$ cat src/rtl/riscv_hazard_ctrl.sv
// riscv_hazard_ctrl: RAW-hazard stall, redirect flush and stall-cycle counter for the 6-stage RV32I pipeline
// Ports: clk_in, rst_n_in (synchronous, active-low); id_* describe the instruction held in ID;
//   ex_redirect_in marks a taken branch/jump resolved in EX; stall_out holds PC/ID,
//   bubble_ex_out loads a NOP into EX, flush_id_out loads a NOP into ID;
//   stall_cycles_out is a saturating count of stalled cycles.
// Macro RISCV_RF_WRITE_THROUGH_EN: regfile forwards same-cycle writes, so the WB2 entry is not matched.
module riscv_hazard_ctrl #(
  parameter int SB_DEPTH  = 4,
  parameter int CNT_WIDTH = 32
) (
  input  logic                 clk_in,
  input  logic                 rst_n_in,
  input  logic                 id_valid_in,
  input  logic [4:0]           id_rs1_in,
  input  logic [4:0]           id_rs2_in,
  input  logic                 id_uses_rs1_in,
  input  logic                 id_uses_rs2_in,
  input  logic [4:0]           id_rd_in,
  input  logic                 id_werf_in,
  input  logic                 ex_redirect_in,
  output logic                 stall_out,
  output logic                 bubble_ex_out,
  output logic                 flush_id_out,
  output logic [CNT_WIDTH-1:0] stall_cycles_out
);
`ifdef RISCV_RF_WRITE_THROUGH_EN
  localparam int MATCH_N = SB_DEPTH - 1;
`else
  localparam int MATCH_N = SB_DEPTH;
`endif
  logic [SB_DEPTH-1:0] sb_v;
  logic [4:0]          sb_rd [SB_DEPTH];
  logic                m1, m2, hazard, push;
  always_comb begin
    m1 = 1'b0;
    m2 = 1'b0;
    for (int i = 0; i < MATCH_N; i++) begin
      m1 = m1 | (sb_v[i] && sb_rd[i] == id_rs1_in);
      m2 = m2 | (sb_v[i] && sb_rd[i] == id_rs2_in);
    end
  end
  // x0 is excluded here as well as at capture, so a stale x0 entry can never stall.
  assign hazard = rst_n_in && id_valid_in &&
                  ((id_uses_rs1_in && id_rs1_in != 5'd0 && m1) ||
                   (id_uses_rs2_in && id_rs2_in != 5'd0 && m2));
  assign stall_out     = hazard && !ex_redirect_in;
  assign bubble_ex_out = rst_n_in && (stall_out || ex_redirect_in);
  assign flush_id_out  = rst_n_in && ex_redirect_in;
  assign push = id_valid_in && id_werf_in && id_rd_in != 5'd0 && !stall_out && !ex_redirect_in;
  always_ff @(posedge clk_in) begin
    if (!rst_n_in) begin
      sb_v <= '0;
      for (int i = 0; i < SB_DEPTH; i++) sb_rd[i] <= 5'd0;
      stall_cycles_out <= '0;
    end else begin
      for (int i = 1; i < SB_DEPTH; i++) begin
        sb_v[i]  <= sb_v[i-1];
        sb_rd[i] <= sb_rd[i-1];
      end
      sb_v[0]  <= push;
      sb_rd[0] <= push ? id_rd_in : 5'd0;
      if (stall_out && stall_cycles_out != '1) stall_cycles_out <= stall_cycles_out + CNT_WIDTH'(1);
    end
  end
endmodule

$ cat config.mk
export PLATFORM = sky130hd
export DESIGN_NAME = riscv_hazard_ctrl
export DESIGN_NICKNAME = d
export VERILOG_FILES = /design/src/rtl/riscv_hazard_ctrl.sv
export SDC_FILE = /design/constraint.sdc
export NUM_CORES = 1
export LEC_CHECK = 0
export ABC_AREA = 1
export CAP_MARGIN = 0
export CORE_UTILIZATION = 54
export DETAILED_ROUTE_END_ITERATION = 10
export GPL_TIMING_DRIVEN = 0
export PLACE_DENSITY = 0.83
export SYNTH_ARGS = -nofsm -noshare
export SYNTH_HDL_FRONTEND = slang
export SYNTH_SLANG_ARGS = --single-unit
$ cat constraint.sdc
create_clock -name clk_in -period 2.5 [get_ports clk_in]
set_clock_uncertainty 0.1 [all_clocks]
set_input_delay 0.375 -clock clk_in [delete_from_list [all_inputs] [get_ports clk_in]]
set_output_delay 0.375 -clock clk_in [all_outputs]
set_load 0.02 [all_outputs]
==> reports/results.txt, run 1 <==
Worst-path clk slew: 0.11 ns
Syn Area/Cell: 5.80 sq um
most used cell, CP: nand2_1
largest family of logic cells by synthesized area: simple AND/OR/NAND/NOR gates
CTS root buf: clkbuf_8
multi-input logic area: 1870 sq um
CTS tree: yes
PwrDens: 370 nW/um^2
GRT overflow: 0
CTS sink count: 56
non-filler instance count after layout: 744
clk_lat worst skew: 0.32 ns
Initial DRC Count: 197
final instance area: 4260 sq um
synthesized area: 3500 sq um
P&R area growth vs syn: 21.7%
Int Pwr: 0.00116 W
minimum clock period: 2.36 ns
Leakage: 1.98 nW
largest net degree at the start of global routing: 19
hold buffers post-CTS: 0
Die Ht: 82.5 um
Switching Power: 0.000421 W
fmax: 424 MHz
Seq/Total Area, Yosys: 32.0%
XOR/XNOR share of the synthesized area: 0.250%
setup TNS: 0 ns
CTS Buf Count: 5
WP data arrival: 1.88 ns
proportion of layout cells with a drive suffix above 1: 7.62%
port bufs: 55
Cells after Synth: 604
Worst Tran Pin Value: 0.521 ns
die area: 6810 sq um
Pre-Repair DR Iteration Count: 5
Filler cells: 552
Compound-Gate Fraction of Synth Area: 6.71%
DIE WIDTH: 82.5 um
clock share of power: 33.2%
vias in the first global route: 3459
core area: 6100 sq um
antenna violations before repair: 0
fraction of post-synthesis cell area in the top cell type by area: 32.0%
nets: 691
placed cell area: 4150 sq um
Diodes inserted: 0
Final setup violation count: 0
WP data required: 2.03 ns
library cells used by synthesis: 33
Comb power frac: 9.8%
hold crit path type: in2reg
Post-synth EDFFs: 0
first-pass GRT wire length: 15.0 mm
HPWL after detailed placement: 6.97 mm
row count: 28
CP peak stage delay: 0.29 ns
RSZ-0062 raised after global routing: no
Crit Path Class: in2out
crit path cell chain: clkdlybuf4s15_1 > inv_1 > o21ai_0 > nor2_1 > nand3_1 > nand2_1 > o21bai_2 > nand2_4 > nand2_2 > nand2_1 > clkdlybuf4s15_2
Seq cells post-synth: 56
final hold vios: 0
top cells by count, synth: nand2_1, inv_1, nor2_1
average vias per placed instance: 5.08
worst-path maximum fanout: 5
IO Count: 57
Adder-Cell Fraction of Synth Area: 0.357%
Synth area leader: dfxtp_1
Initial Utilization: 57.5%
placed insts: 734
Worst VDD drop: 0.231 mV
CP Capture Type: output port
Synth Flop Type: dfxtp_1
total track usage: 29.0%
Sw Share: 26.7%
hold slack final: 0.322 ns
Async SR Flop Fraction: 0%
Final Wtd Congestion: 0.890
Vias: 3781
Post-Synth Simple-Gate Area: 45.9%
top cells by area, synth: dfxtp_1, nand2_1, inv_1
mux contribution to synthesized area: 0%
critical path's slowest cell: clkdlybuf4s15_1
synth warn: 0
syn nets: 627
status: completed
Routed Antenna Nets: 0
drt drc: 0
most numerous cell in the Yosys netlist: nand2_1
total wire length: 9.23 mm
relative slew slack: 65.3%
DR WL/cell: 12.4 um
Final Cycle Share: 94.3%
Clock Path Buffers: 2
Reg power frac: 57.0%
Reg area: 1120 sq um
max-slew violations: 0
crit path launch type: primary input
H-Tree Depth: 2
MaxCap Viol Count: 0
==> repair_timing <==
action	4_1_cts	5_1_grt
pin swaps	1	0
setup buffers	1	0
endpoints found under the hold margin	0	0
setup endpoints to repair	3	2
resized for setup	20	5
gates cloned	0	1
==> metal layers <==
layer	global-route usage [%]	vias up	wire, um
li1	-	1945	-
met1	35.4	1673	4070
met2	51.7	146	4450
met3	4.18	17	567
met4	9.83	0	144
met5	0	-	0
==> critical path, delay by kind of cell <==
family,cells,cell delay (ns)
AO/OA/AOI/OAI,2,0.36
buffers and inverters,3,0.70
AND/OR/NAND/NOR,6,0.44
==> cell type report <==
class | count | area share, %
multi-input cells | 417 | 44.0
flip-flops and latches | 56 | 26.3
plain buffers | 11 | 1.61
well taps | 75 | 2.20
inverters | 120 | 10.6
repair buffers | 56 | 13.0
clock inverters | 3 | 0.528
clock buffers | 5 | 1.61
repair inverters | 1 | 0.176
==> final timing paths <==
kind	start	endpoint	slack (ns)	depth (start not counted)
worst max-delay path	id_rs1_in[1]	bubble_ex_out	0.14	11
worst min-delay path	rst_n_in	stall_cycles_out[28]	0.32	3
worst max register to register	stall_cycles_out[1]	stall_cycles_out[16]	0.28	11
worst min register to register	sb_v[1]	sb_v[2]	0.36	2
==> registers in the layout, summed over array words and instances, names as in the netlist <==
name,cells
sb_v,4
stall_cycles_out,32
sb_rd,20
==> cell usage in the layout, fill, tap and decap left out, drive strengths merged <==
| cell type | netlist | routed |
|---|---|---|
| nand2 | 205 | 205 |
| ha | 1 | 1 |
| dfxtp | 56 | 56 |
| clkdlybuf4s50 | 0 | 43 |
| o21bai | 8 | 8 |
| inv | 118 | 119 |
| nand3b | 2 | 2 |
| clkdlybuf4s15 | 0 | 2 |
| nor3 | 7 | 7 |
| clkinv | 2 | 4 |
| and2 | 1 | 1 |
| nand4 | 24 | 24 |
| dlygate4sd2 | 0 | 6 |
| clkbuf | 7 | 12 |
| or2 | 1 | 1 |
| nor2 | 112 | 112 |
| xor2 | 1 | 1 |
| a21oi | 1 | 1 |
| clkinvlp | 0 | 1 |
| o2111ai | 1 | 1 |
| and3 | 1 | 1 |
| dlymetal6s2s | 0 | 3 |
| o21ai | 30 | 30 |
| buf | 4 | 6 |
| nand3 | 22 | 22 |
==> kinds of logic (layout without fill, tap and decap cells) <==
group,after synthesis,count (layout)
compound gates,40,40
xor+xnor,1,1
fa+ha+maj,1,1
buf+inv,131,196
flops,56,56
simple gates,375,375
==> power by group through the flow <==
stage | registers, W | clock network (W) | logic (W)
after detailed placement | 0.000920 | 0 | 0.000154
final | 0.000899 | 0.000524 | 0.000154
after CTS | 0.000899 | 0.000529 | 0.000151
after global placement | 0.000919 | 0 | 0.000151
after floorplan | 0.000919 | 0 | 0.0000832
after global routing | 0.000900 | 0.000559 | 0.000171
==> metrics by stage <==
stage	setup WS (ns)	utilization, %	total power (W)
after floorplan	0.570	-	0.00100
after global placement	-0.767	68.0	0.00107
after detailed placement	-0.761	68.0	0.00107
after CTS	0.0236	69.6	0.00158
after global routing	0.0227	70.0	0.00163
final	0.142	70.0	0.00158
(Power assumes the default switching activity.)
==> run 2: changes to the inputs <==
- CAP_MARGIN: 0 -> 20
- GPL_TIMING_DRIVEN: 0 -> default
- SETUP_SLACK_MARGIN: default -> 0.5
==> run 2 against run 1 <==
Against the previous run: clock power rose by 8.4%; global-route usage rose by 0.75 points; core utilization rose by 6.6 points; largest cell class unchanged; sequential power fell by 0.6%; count of clock-buffer cells in the layout did not move; fmax rose by 9.9%; worst setup slack improved by 0.21 ns; sequential share of layout area fell by 1.0 points.
==> reports/results.txt, run 2 (synthesized netlist as in run 1, its figures left out) <==
status: completed
worst-path maximum fanout: 4
Worst VDD drop: 0.327 mV
most common cell after layout, fill and taps aside: nand2_1
placed cell area: 4230 sq um
Final setup violation count: 0
Routed Antenna Nets: 0
setup TNS: 0 ns
Initial Utilization: 57.5%
largest registers: stall_cycles_out x32, sb_rd x20, sb_v x4
CTS tree: yes
Final Cycle Share: 85.8%
IO Count: 57
H-Tree Depth: 2
antenna violations before repair: 0
drt drc: 0
first-pass GRT wire length: 15.4 mm
clk_lat worst skew: 0.32 ns
CTS root buf: clkbuf_8
hold depth: 2
GRT overflow: 0
Worst Tran Pin Value: 0.519 ns
row count: 28
final hold vios: 0
Die Ht: 82.5 um
total wire length: 10.4 mm
total track usage: 29.7%
Final Wtd Congestion: 0.930
Crit Path Class: reg2out
Top reg by flops: stall_cycles_out
Initial DRC Count: 301
MaxCap Viol Count: 0
Clock Path Buffers: 2
Diodes inserted: 0
nets: 707
most frequent cells in the layout: nand2_1, inv_1, nor2_1
CTS sink count: 56
crit path launch type: register
core area: 6100 sq um
die area: 6810 sq um
DR WL/cell: 13.7 um
largest net degree at the start of global routing: 51
Leakage: 2.17 nW
WP data arrival: 1.67 ns
Vias: 4010
max FFs per register: 32
HPWL after detailed placement: 7.12 mm
DIE WIDTH: 82.5 um
fmax: 466 MHz
minimum clock period: 2.15 ns
WP data required: 2.03 ns
port bufs: 56
hold buffers post-CTS: 0
average vias per placed instance: 5.28
relative slew slack: 65.4%
PwrDens: 350 nW/um^2
Pre-Repair DR Iteration Count: 5
hold crit path type: reg2reg
CP Capture Type: output port
RSZ-0062 raised after global routing: yes
cell count of the worst reg-to-reg path: 15
CTS Buf Count: 5
proportion of layout cells with a drive suffix above 1: 21.9%
final instance area: 4670 sq um
max-slew violations: 0
P&R area growth vs syn: 33.2%
Worst-path clk slew: 0.11 ns
vias in the first global route: 3479
-- run 2: worst paths after layout --
check,startpoint,endpoint,slack [ns]
hold reg to reg,sb_rd[1][4],sb_rd[2][4],0.37
setup / recovery,sb_rd[1][4],stall_out,0.35
setup reg to reg,sb_rd[1][4],stall_cycles_out[10],0.39
hold / removal,sb_rd[1][4],sb_rd[2][4],0.37
-- run 2: per-layer routing --
metal | wire [um] | GRT usage, % | up-vias
met5 | 0 | 0 | -
met4 | 344 | 11.7 | 0
met1 | 4340 | 38.1 | 1796
met3 | 813 | 4.18 | 37
li1 | - | - | 1990
met2 | 4960 | 50.2 | 187
-- run 2: report_power, final --
part	switching, W	internal (W)
logic	0.000100	0.0000700
registers	0.00000537	0.000889
clock network	0.000355	0.000213
-- run 2: per-stage QoR --
| stage | setup WS (ns) | hold WS, ns | total power (W) | util [%] | cells |
|---|---|---|---|---|---|
| after floorplan | 0.570 | 0.325 | 0.00100 | - | 604 |
| after global placement | -0.432 | 0.349 | 0.00108 | 69.4 | 741 |
| after detailed placement | -0.434 | 0.362 | 0.00108 | 69.4 | 741 |
| after CTS | 0.358 | 0.377 | 0.00164 | 72.8 | 750 |
| after global routing | 0.237 | 0.392 | 0.00168 | 76.6 | 760 |
| final | 0.354 | 0.367 | 0.00163 | 76.6 | 760 |
-- run 2: area by class of cell --
cell class              count  area (sq um)
clock buffers               5          68.8
clock inverters             3          28.8
fillers                   448          1430
inverters                 120           453
multi-input cells         418          2050
flip-flops and latches     56          1180
well taps                  75          93.8
repair buffers             82           783
repair inverters            1          7.51
-- run 2: critical path, cell delays in order, from the launching register on --
cell and delay, ns:
dfxtp_2 0.37, inv_1 0.06, nand2_1 0.05, nand2_1 0.05, nor2_1 0.16, nand3_1 0.10
nand2_1 0.09, o21ai_2 0.07, nand2_4 0.08, nand2_4 0.07, nor2_4 0.13, buf_6 0.13
-- run 2: timing repair --
| item | in CTS | in global routing |
|---|---|---|
| gates resized for setup | 79 | 76 |
| pin swaps | 9 | 27 |
| setup endpoints to repair | 37 | 35 |
| endpoints found under the hold margin | 0 | 0 |
| gates cloned | 1 | 2 |
| setup buffers | 0 | 8 |
